--- config.mk ---
export PLATFORM = sky130hd
export DESIGN_NAME = rx_lane_sync_ctrl
export DESIGN_NICKNAME = d
export VERILOG_FILES = /design/src/rtl/rx_lane_sync_ctrl.sv
export SDC_FILE = /design/constraint.sdc
export NUM_CORES = 1
export LEC_CHECK = 0
export ABC_CLOCK_PERIOD_IN_PS = 4600
export CORE_AREA = 2 2 124 126
export DETAILED_ROUTE_END_ITERATION = 10
export DIE_AREA = 0 0 126 128
export HOLD_SLACK_MARGIN = 0.1
export PLACE_DENSITY = 0.43
export SLEW_MARGIN = 0
export SYNTH_ARGS = -nofsm -noshare
export SYNTH_HDL_FRONTEND = slang
export SYNTH_SLANG_ARGS = --single-unit
--- constraint.sdc ---
create_clock -name USER_CLK -period 4.6 [get_ports USER_CLK]
set_input_delay 0.69 -clock USER_CLK [delete_from_list [all_inputs] [get_ports USER_CLK]]
set_output_delay 0.69 -clock USER_CLK [all_outputs]
set_load 0.005 [all_outputs]
--- src/rtl/rx_lane_sync_ctrl.sv ---
// rx_lane_sync_ctrl: per-lane RX lock sequencer.
// Each lane waits for gearbox block-lock, releases descrambler passthrough,
// and times meta-frame lock acquisition. It retries after a timeout or a loss
// of lock, and reports per-lane and all-lanes-up status.
// Optional feature: define LANE_SYNC_RETRY_CNT_EN to add per-lane 8-bit
// saturating retry counters on output RETRY_CNT.
module rx_lane_sync_ctrl #(
  parameter int NUM_LANES      = 4,
  parameter int LOCK_TIMEOUT   = 2048,
  parameter int HOLDOFF_CYCLES = 64
) (
  input  logic                   USER_CLK,
  input  logic                   SYSTEM_RESET,
  input  logic                   ENABLE,
  input  logic [NUM_LANES-1:0]   BLOCK_LOCK,
  input  logic [NUM_LANES-1:0]   DESCR_LOCKED,
  input  logic                   CLEAR_STICKY,
  output logic [NUM_LANES-1:0]   PASSTHROUGH,
  output logic [NUM_LANES-1:0]   LANE_UP,
  output logic                   ALL_LANES_UP,
  output logic [NUM_LANES-1:0]   LOCK_LOSS
`ifdef LANE_SYNC_RETRY_CNT_EN
  ,
  output logic [8*NUM_LANES-1:0] RETRY_CNT
`endif
);

  localparam int TMAX = (LOCK_TIMEOUT > HOLDOFF_CYCLES) ? LOCK_TIMEOUT : HOLDOFF_CYCLES;
  localparam int TW   = $clog2(TMAX + 1);

  typedef enum logic [1:0] {
    ST_IDLE    = 2'd0,
    ST_ACQUIRE = 2'd1,
    ST_UP      = 2'd2,
    ST_HOLDOFF = 2'd3
  } lane_state_e;

  lane_state_e          state_q [NUM_LANES];
  lane_state_e          state_d [NUM_LANES];
  logic [TW-1:0]        timer_q [NUM_LANES];
  logic [TW-1:0]        timer_d [NUM_LANES];
  logic [NUM_LANES-1:0] loss_set;
  logic [NUM_LANES-1:0] retry_evt;

  logic [NUM_LANES-1:0] passthrough_q;
  logic [NUM_LANES-1:0] lane_up_q;
  logic                 all_up_q;
  logic [NUM_LANES-1:0] lock_loss_q;

  // Per-lane next state, timer, loss and retry-event decode.
  always_comb begin
    for (int i = 0; i < NUM_LANES; i++) begin
      // NOTE: every output of this block gets a default first, so no path can
      // leave a signal unassigned and infer a latch.
      state_d[i]   = state_q[i];
      timer_d[i]   = timer_q[i];
      loss_set[i]  = 1'b0;
      retry_evt[i] = 1'b0;
      if (!ENABLE) begin
        // Disable overrides everything: no loss, no retry event.
        state_d[i] = ST_IDLE;
        timer_d[i] = '0;
      end else begin
        case (state_q[i])
          ST_IDLE: begin
            if (BLOCK_LOCK[i]) begin
              state_d[i] = ST_ACQUIRE;
              timer_d[i] = '0;
            end
          end
          ST_ACQUIRE: begin
            if (!BLOCK_LOCK[i]) begin
              state_d[i] = ST_IDLE;
              timer_d[i] = '0;
            end else if (DESCR_LOCKED[i]) begin
              state_d[i] = ST_UP;
            end else if (timer_q[i] == TW'(LOCK_TIMEOUT - 1)) begin
              state_d[i]   = ST_HOLDOFF;
              timer_d[i]   = '0;
              retry_evt[i] = 1'b1;
            end else begin
              timer_d[i] = timer_q[i] + 1'b1;
            end
          end
          ST_UP: begin
            if (!DESCR_LOCKED[i] || !BLOCK_LOCK[i]) begin
              state_d[i]   = ST_HOLDOFF;
              timer_d[i]   = '0;
              loss_set[i]  = 1'b1;
              retry_evt[i] = 1'b1;
            end
          end
          ST_HOLDOFF: begin
            // DESCR_LOCKED is deliberately ignored here: it may be stale.
            if (timer_q[i] == TW'(HOLDOFF_CYCLES - 1)) begin
              state_d[i] = ST_IDLE;
              timer_d[i] = '0;
            end else begin
              timer_d[i] = timer_q[i] + 1'b1;
            end
          end
          default: begin
            state_d[i] = ST_IDLE;
            timer_d[i] = '0;
          end
        endcase
      end
    end
  end

  // State, timers and registered status outputs.
  always_ff @(posedge USER_CLK) begin
    // NOTE: sequential state uses non-blocking assignments so every flop
    // samples pre-edge values regardless of statement order.
    if (SYSTEM_RESET) begin
      for (int i = 0; i < NUM_LANES; i++) begin
        state_q[i] <= ST_IDLE;
        timer_q[i] <= '0;
      end
      passthrough_q <= '1;
      lane_up_q     <= '0;
      all_up_q      <= 1'b0;
      lock_loss_q   <= '0;
    end else begin
      for (int i = 0; i < NUM_LANES; i++) begin
        state_q[i] <= state_d[i];
        timer_q[i] <= timer_d[i];
        // Passthrough follows the current state (one cycle behind entry),
        // except that a disable forces it high immediately.
        passthrough_q[i] <= !ENABLE || (state_q[i] == ST_IDLE) ||
                            (state_q[i] == ST_HOLDOFF);
        lane_up_q[i]     <= (state_d[i] == ST_UP);
      end
      all_up_q    <= &lane_up_q;
      // A new loss in the same cycle as a clear survives the clear.
      lock_loss_q <= (CLEAR_STICKY ? '0 : lock_loss_q) | loss_set;
    end
  end

  assign PASSTHROUGH  = passthrough_q;
  assign LANE_UP      = lane_up_q;
  assign ALL_LANES_UP = all_up_q;
  assign LOCK_LOSS    = lock_loss_q;

`ifdef LANE_SYNC_RETRY_CNT_EN
  logic [7:0] retry_cnt_q [NUM_LANES];

  // Per-lane saturating retry counters; a coincident event wins over clear.
  always_ff @(posedge USER_CLK) begin
    if (SYSTEM_RESET) begin
      // NOTE: this array is a few flops read as status, not a RAM, so it is
      // reset like any other register.
      for (int i = 0; i < NUM_LANES; i++) retry_cnt_q[i] <= '0;
    end else begin
      for (int i = 0; i < NUM_LANES; i++) begin
        if (CLEAR_STICKY) begin
          retry_cnt_q[i] <= {7'd0, retry_evt[i]};
        end else if (retry_evt[i] && (retry_cnt_q[i] != 8'hFF)) begin
          retry_cnt_q[i] <= retry_cnt_q[i] + 8'd1;
        end
      end
    end
  end

  for (genvar g = 0; g < NUM_LANES; g++) begin : g_retry
    assign RETRY_CNT[8*g +: 8] = retry_cnt_q[g];
  end
`endif

endmodule
======== Yosys cells after proc, flatten, opt, wreduce, memory -nomap -nowiden ========
Memories as Yosys holds them, arrays and structs flattened.
Index checks and enable logic that the tools add are counted.
word-level totals
  register bits ........................... 13
  bits in writable memories ............... 56
  input bits .............................. 12
  output and inout port bits .............. 13
  word-level logic and storage cells ...... 157
  memories ................................ 2
cells by class
  add/sub/neg operators ................... 4
  equal/unequal tests ..................... 24
  multiplexer cells ....................... 88
  bitwise operators ....................... 9
  reduce and logical (&&, ||, !) cells .... 26
memories
  name     words  width  read ports  clocked after Yosys merged registers in  write ports  line  source
  timer_q  4      12     4           0                                        4            40    logic [TW-1:0] timer_q [NUM_LANES];
  state_q  4      2      4           0                                        4            38    lane_state_e state_q [NUM_LANES];
operator list
  operator               count
  $mux 12                32
  $pmux 12 s4            4
  $mux 2                 32
  $add 12x1->12 const B  4
  $eq 12x11->1 const B   4
  $eq 12x6->1 const B    4
  $pmux 2 s4             4
  $eq 2x2->1 const B     12
  $mux 1                 15
  $logic_or 1x1->1       12
  $logic_not 1->1        9
  $eq 2x1->1 const B     4
  $logic_not 2->1        4
  $or 1x1->1             8
  $mux 4                 1
  $or 4x4->4             1
  $reduce_and 4->1       1

======== Depth between registers and ports, before layout ========
Gate-level depths: netlist (run 1).
  depth in word-level cells ............... 7
  gate-level depth with buffers ........... 9
  depth with buffers taken out ............ 7

======== Least setup slack after synthesis (run 1) ========
Ideal clock, no wire load.
  path type ............................... input to register
  start point ............................. input BLOCK_LOCK[3]
  end point ............................... register lane_up_q[3] (netlist: LANE_UP[3])
  library setup time ...................... 0.073 ns
  data arrival time ....................... 1.986 ns
  data required time ...................... 4.527 ns
  path slack .............................. 2.542 ns
  cell stages on the path ................. 6
  buffers on the path ..................... 1
  cell sequence ........................... clkbuf_1 nand3_1 or4_1 o211a_1 a221oi_1 nor3b_2
between the ends
  longest elaborated chain between the ends .. 6
  elaborated cells between the ends (all ways) .. 8
  classes of those cells .................. eq/ne (1); mux (5); reduce/logical (2)
RTL lines
  item                             line  source
  from (decl)                      15    input logic [NUM_LANES-1:0] BLOCK_LOCK,
  $logic_not 1->1                  86    if (!DESCR_LOCKED[i] || !BLOCK_LOCK[i]) begin
  $logic_or 1x1->1                 86
  $mux 2                           86
  $pmux 2 s4 *                     64    case (state_q[i])
  $mux 2 *                         59    if (!ENABLE) begin
  $eq 2x2->1 *                     132   lane_up_q[i] <= (state_d[i] == ST_UP);
  to (signal, indexed assignment)  132
  to (decl)                        46    logic [NUM_LANES-1:0] lane_up_q;
Every way passes the cells marked *; elsewhere a longest branch is shown, timed or not.
A chain may end at the register's enable or synchronous reset.

==> results of run 1 <==
power by group through the flow:
stage	Sequential [mW]	Clock [mW]	Combinational, mW
floorplan	0.620	0	0.0593
global placement	0.622	0	0.0911
detailed placement	0.622	0	0.0906
CTS	0.609	0.790	0.0910
global route	0.610	0.809	0.101
finish	0.610	0.762	0.0900
cell usage in the layout (no fill, tap or decap), types with 8 or more instances in the layout:
cell | netlist | layout
clkdlybuf4s50_1 | 0 | 24
dfxtp_1 | 69 | 69
xnor2_1 | 18 | 18
nand4_1 | 14 | 14
inv_1 | 13 | 13
o211ai_1 | 11 | 11
nand3_1 | 24 | 24
or3_1 | 8 | 8
xor2_1 | 14 | 14
clkbuf_16 | 0 | 9
nor2_1 | 64 | 64
nor3_1 | 9 | 9
o21ai_0 | 9 | 9
nand2b_1 | 8 | 8
a21oi_1 | 12 | 12
nand2_1 | 50 | 50
ha_1 | 16 | 16
worst max-delay path, delay by kind of cell:
family | cells | cell delay [ns]
simple gates | 2 | 0.68
compound gates | 2 | 0.79
buf+inv | 1 | 0.62
flip-flops by register name, indices dropped and copies added, names as in the netlist:
signal        cells
ALL_LANES_UP      1
LANE_UP           4
LOCK_LOSS         4
PASSTHROUGH       4
state_q           8
timer_q          48
metal layers:
layer / up-vias / routed length (µm) / GRT usage [%]
met5: - / 0 / 0
met1: 1494 / 4260 / 13.9
li1: 1636 / - / -
met2: 44 / 4020 / 17.9
met3: 9 / 316 / 3.67
met4: 0 / 71 / 3.94
synthesized netlist by cell type, types with 6 or more instances:
cell,count,area share (%)
xor2_1,14,3.4
dfxtp_1,69,38
o2111ai_1,7,1.7
nor3_1,9,1.2
a31oi_1,6,1.0
nor2_1,64,6.6
clkbuf_1,9,0.92
or3_1,8,1.4
ha_1,16,5.5
inv_1,13,1.3
nor4_1,7,1.2
o21ai_0,9,1.2
xnor2_1,18,4.3
nand2b_1,8,1.4
nand2_1,50,5.1
a21oi_1,12,1.6
o211ai_1,11,2.3
nand3_1,24,3.3
nand4_1,14,2.4
final timing paths:
check | startpoint | to | slack [ns] | cells after the start
worst max-delay path | BLOCK_LOCK[2] | timer_q[2][3] | 2.05 | 5
worst min-delay path | LOCK_LOSS[3] | LOCK_LOSS[3] | 0.49 | 1
worst max register to register | timer_q[2][0] | timer_q[2][3] | 2.15 | 6
worst min register to register | LOCK_LOSS[3] | LOCK_LOSS[3] | 0.49 | 1
layout make-up:
type / instances / area, µm² / share of cell area, %
multi-input cells: 345 / 2170 / 49.2
flip-flops and latches: 69 / 1380 / 31.3
clock buffers: 12 / 256 / 5.81
repair buffers: 26 / 255 / 5.78
well taps: 188 / 235 / 5.32
clock inverters: 3 / 68.8 / 1.56
inverters: 13 / 48.8 / 1.10
cell families (layout without fill, tap and decap cells):
logic type	Yosys count	count (layout)
buf+inv	26	54
xor+xnor	32	32
compound gates	76	76
flops	69	69
simple gates	221	221
fa+ha+maj	16	16
==> flow_summary_export.csv, run 1 <==
group,metric,value,unit
floorplanning,coreArea,14900,µm²
floorplanning,dieArea,16100,µm²
routing,finalWirelength,8670,µm
cts,hold_buffers,0,
timing,timing.fmax,391,MHz
final_layout,layout-drive-gt1-share,5.77,%
global_routing,antenna_found_initial,0,
synth,ys.flop_type,"dfxtp_1",
synth,synth_edf_count,0,
global_routing,grt_pass1_wl,14600,µm
run,max_cap_violations,0,
timing,period_share,55.5,%
synth,synthSimpleGateAreaFrac,30.8,%
placed_design,placedCellCount,641,
synth,async_reset_ff_share,0,%
critical_path,cp-start-kind,"input port",
timing,layout_setup_ws,2.05,ns
routing,drt_pass1_iterations,4,
final_layout,fillerInstances,1562,
floorplanning,ioPinCount,25,
synth,synth_top_family_by_area,"simple AND/OR/NAND/NOR gates",
power_and_ir_drop,p_sw_share,22.0,%
timing,fin_crit,2.55,ns
placed_design,preCtsSetupSlack,1.70,ns
power_and_ir_drop,leakage,1.42,nW
placed_design,portBuffers,24,
power_and_ir_drop,seqPwrFrac,41.7,%
critical_path,cp_max_fo,10,
critical_path,path_cells,"clkdlybuf4s50_1 > nand2_1 > nor3_2 > o211ai_1 > o311ai_0",
cts,cts_setup_buffers,0,
power_and_ir_drop,ir_worst_vdd,0.175,mV
cts,numCtsBuffers,9,
critical_path,worstPathArrival,2.78,ns
final_layout,final_nets,492,
critical_path,required,4.83,ns
global_routing,grtUsageTotal,11.1,%
synth,ys_warn_count,0,
power_and_ir_drop,finalPower,1.46,mW
timing,timing.final.max_slew_violations,0,
final_layout,final_util,29.7,%
critical_path,max_stage_delay,0.62,ns
synth,synth.ff_latch_count,69,
power_and_ir_drop,internal-power,1.14,mW
global_routing,grt_max_degree,21,
placed_design,place_congestion,0.844,
global_routing,grt_pass1_vias,3015,
floorplanning,placement_rows,45,
routing,drtIter0Drc,271,
synth,syn_avg_cell_area,8.31,µm²
final_layout,antenna_cells,0,
timing,worst_pin_slew,0.816,ns
routing,vias,3183,
synth,syn-cell-area,3660,µm²
synth,synthAdderAreaFrac,5.48,%
cts,clkSlewWorstSetupHoldPaths,0.06,ns
cts,clk_path_buf_depth,2,
timing,setup_viol,0,
floorplanning,start_util,24.6,%
cts,cts_tree,"yes",
timing,rsz0062_at_grt,"false",
critical_path,slowest_stage,"clkdlybuf4s50_1",
power_and_ir_drop,power_density,331,nW/µm²
final_layout,design_area,4420,µm²
cts,insertion_delay,0.34,ns
timing,hold_violations,0,
synth,synth.area.mux_share,0,%
timing,fin_tns_setup,0,ns
min_path,hold_class,"reg -> reg",
routing,via_per_inst,4.85,
synth,synth_xor_area_share,7.67,%
cts,cts_resized,0,
synth,ys_seq_area_share,37.8,%
synth,synth-compound-area-share,15.5,%
floorplanning,chipHeight,128,µm
timing,clock-skew-final,0.00525,ns
cts,cts_sinks,69,
synth,synthDistinctLibCells,56,
timing,whs,0.487,ns
final_layout,area_delta_synth_final,20.8,%
power_and_ir_drop,clkPwrFrac,52.1,%
cts,root_buffer,"clkbuf_16",
timing,max_slew_margin,45.6,%
cts,htree_levels,3,
global_routing,gr-total-overflow,0,
routing,drc,0,
synth,syn_nets,468,
placed_design,place_hpwl,6250,µm
critical_path,worstSetupEndpointType,"flop",
outcome,outcome,"finished clean",
floorplanning,die_width,126,µm
routing,ant_nets,0,
routing,routedWlPerCell,13.2,µm
power_and_ir_drop,power.switching,0.321,mW
final_layout,finalNonFillerCells,656,
synth,synthCells,440,
critical_path,criticalPathCategory,"in -> reg",
placed_design,place_area,4090,µm²
power_and_ir_drop,power_frac_comb,6.2,%
No activity file was read; power rests on OpenSTA's default activity.
==> inputs of run 2 (changes only) <==
Settings changed: ABC_CLOCK_PERIOD_IN_PS 4600 to 2400.
Clock period 4.6 ns to 2.4 ns, I/O delays scaled along.
==> run 2 against run 1 <==
  * Die area did not move
  * Total power rose by 78%
  * Register-to-register slack got worse by 1.9 ns
  * Setup slack got worse by 1.8 ns
  * Global-route usage rose by 0.44 points
  * Largest power group unchanged
  * Wire length rose by 1.9%
  * Core utilization rose by 0.29 points
  * Sequential cell count did not move
  * Clock skew rose by 0.00099 ns
  * Worst hold slack got worse by 0.018 ns
  * First-iteration DRC count fell by 32%
  * Final cell count rose by 2.0%
==> flow_summary_export.csv, run 2 (synthesis results as in run 1) <==
group,metric,value,unit
placed_design,place_congestion,0.804,
global_routing,grt_max_degree,16,
routing,routedWlPerCell,13.2,µm
floorplanning,chipHeight,128,µm
floorplanning,placement_rows,45,
routing,ant_nets,0,
critical_path,cp-start-kind,"flop",
final_layout,area_delta_synth_final,22.0,%
final_layout,largest_reg_flops,48,
routing,drt_pass1_iterations,4,
timing,timing.final.max_slew_violations,0,
cts,root_buffer,"clkbuf_16",
timing,rsz0062_at_grt,"false",
critical_path,required,2.67,ns
routing,finalWirelength,8840,µm
timing,period_share,90.6,%
final_layout,final_cell_mix,"69 x dfxtp_1, 64 x nor2_1, 50 x nand2_1",
cts,cts_tree,"yes",
placed_design,placedCellCount,653,
floorplanning,ioPinCount,25,
cts,hold_buffers,0,
floorplanning,coreArea,14900,µm²
final_layout,reg_top3,"timer_q: 48 flops, state_q: 8 flops",
power_and_ir_drop,ir_worst_vdd,0.329,mV
power_and_ir_drop,leakage,1.45,nW
critical_path,slowest_stage,"or4_1",
min_path,hold_class,"reg -> reg",
floorplanning,dieArea,16100,µm²
placed_design,place_area,4180,µm²
timing,fin_crit,2.17,ns
final_layout,antenna_cells,0,
cts,clkSlewWorstSetupHoldPaths,0.06,ns
final_layout,multi_input_area,2170,µm²
timing,clock-skew-final,0.00624,ns
placed_design,place_hpwl,6520,µm
critical_path,criticalPathCategory,"reg -> reg",
final_layout,final_util,30.0,%
final_layout,final_nets,504,
critical_path,worstSetupEndpointType,"flop",
global_routing,antenna_found_initial,0,
final_layout,layout-drive-gt1-share,8.32,%
timing,timing.fmax,460,MHz
global_routing,gr-total-overflow,0,
outcome,outcome,"finished clean",
timing,whs,0.470,ns
critical_path,cp_max_fo,4,
final_layout,top_register,"timer_q",
final_layout,seqCellArea,1380,µm²
timing,fin_tns_setup,0,ns
critical_path,path_cells,"ha_1 > or2b_4 > or4_1 > o211a_1 > a221oi_1 > nor3b_2",
power_and_ir_drop,power_density,582,nW/µm²
global_routing,grt_pass1_wl,15100,µm
final_layout,layout_commonest_cell,"dfxtp_1",
cts,cts_sinks,69,
floorplanning,start_util,24.6,%
critical_path,max_stage_delay,0.55,ns
final_layout,finalNonFillerCells,669,
cts,insertion_delay,0.33,ns
cts,cts_resized,0,
timing,setup_viol,0,
routing,vias,3191,
final_layout,design_area,4460,µm²
critical_path,worstPathArrival,2.44,ns
final_layout,fillerInstances,1617,
routing,drtIter0Drc,183,
run,max_cap_violations,0,
floorplanning,die_width,126,µm
cts,clk_path_buf_depth,2,
cts,htree_levels,3,
routing,via_per_inst,4.77,
global_routing,grtUsageTotal,11.6,%
cts,cts_setup_buffers,0,
timing,hold_violations,0,
placed_design,portBuffers,24,
routing,drc,0,
timing,max_slew_margin,57.6,%
cts,numCtsBuffers,9,
timing,worst_pin_slew,0.630,ns
global_routing,grt_pass1_vias,3078,
-- run 2: final cells by class --
type,instances,share of cell area (%)
multi-input cells,345,48.7
flip-flops and latches,69,31.0
repair buffers,38,7.74
well taps,188,5.27
clock buffers,10,5.13
clock inverters,6,1.09
inverters,13,1.09
-- run 2: worst paths after layout --
check	startpoint	endpoint	slack, ns	depth (start not counted)
max	timer_q[3][0]	LANE_UP[3]	0.23	6
min	LANE_UP[1]	ALL_LANES_UP	0.47	2
max reg2reg	timer_q[3][0]	LANE_UP[3]	0.23	6
min reg2reg	LANE_UP[1]	ALL_LANES_UP	0.47	2
-- run 2: per-layer routing --
layer	vias up	GRT usage, %	wire length [µm]
met5	-	0	0
met4	0	3.62	91
met3	8	3.67	309
met2	44	18.6	4090
met1	1472	14.8	4350
li1	1667	-	-
-- run 2: through the flow --
step / setup WS (ns) / total power [mW]
after floorplan: 0.380 / 1.30
after global placement: 0.233 / 1.38
after global routing: 0.0648 / 2.72
final: 0.227 / 2.60
after detailed placement: 0.185 / 1.38
after CTS: 0.217 / 2.65
-- run 2: worst max-delay path: cells and delay by family, from the launching register on --
family | cells | cell delay, ns
compound gates | 2 | 0.45
fa+ha+maj | 1 | 0.23
flops | 1 | 0.38
simple gates | 3 | 1.05
-- run 2: report_power, final --
part | internal [mW] | leakage (nW) | switching (mW)
registers | 1.16 | 0.557 | 0.0121
logic | 0.0767 | 0.765 | 0.108
clock network | 0.706 | 0.125 | 0.538
total | 1.94 | 1.45 | 0.658
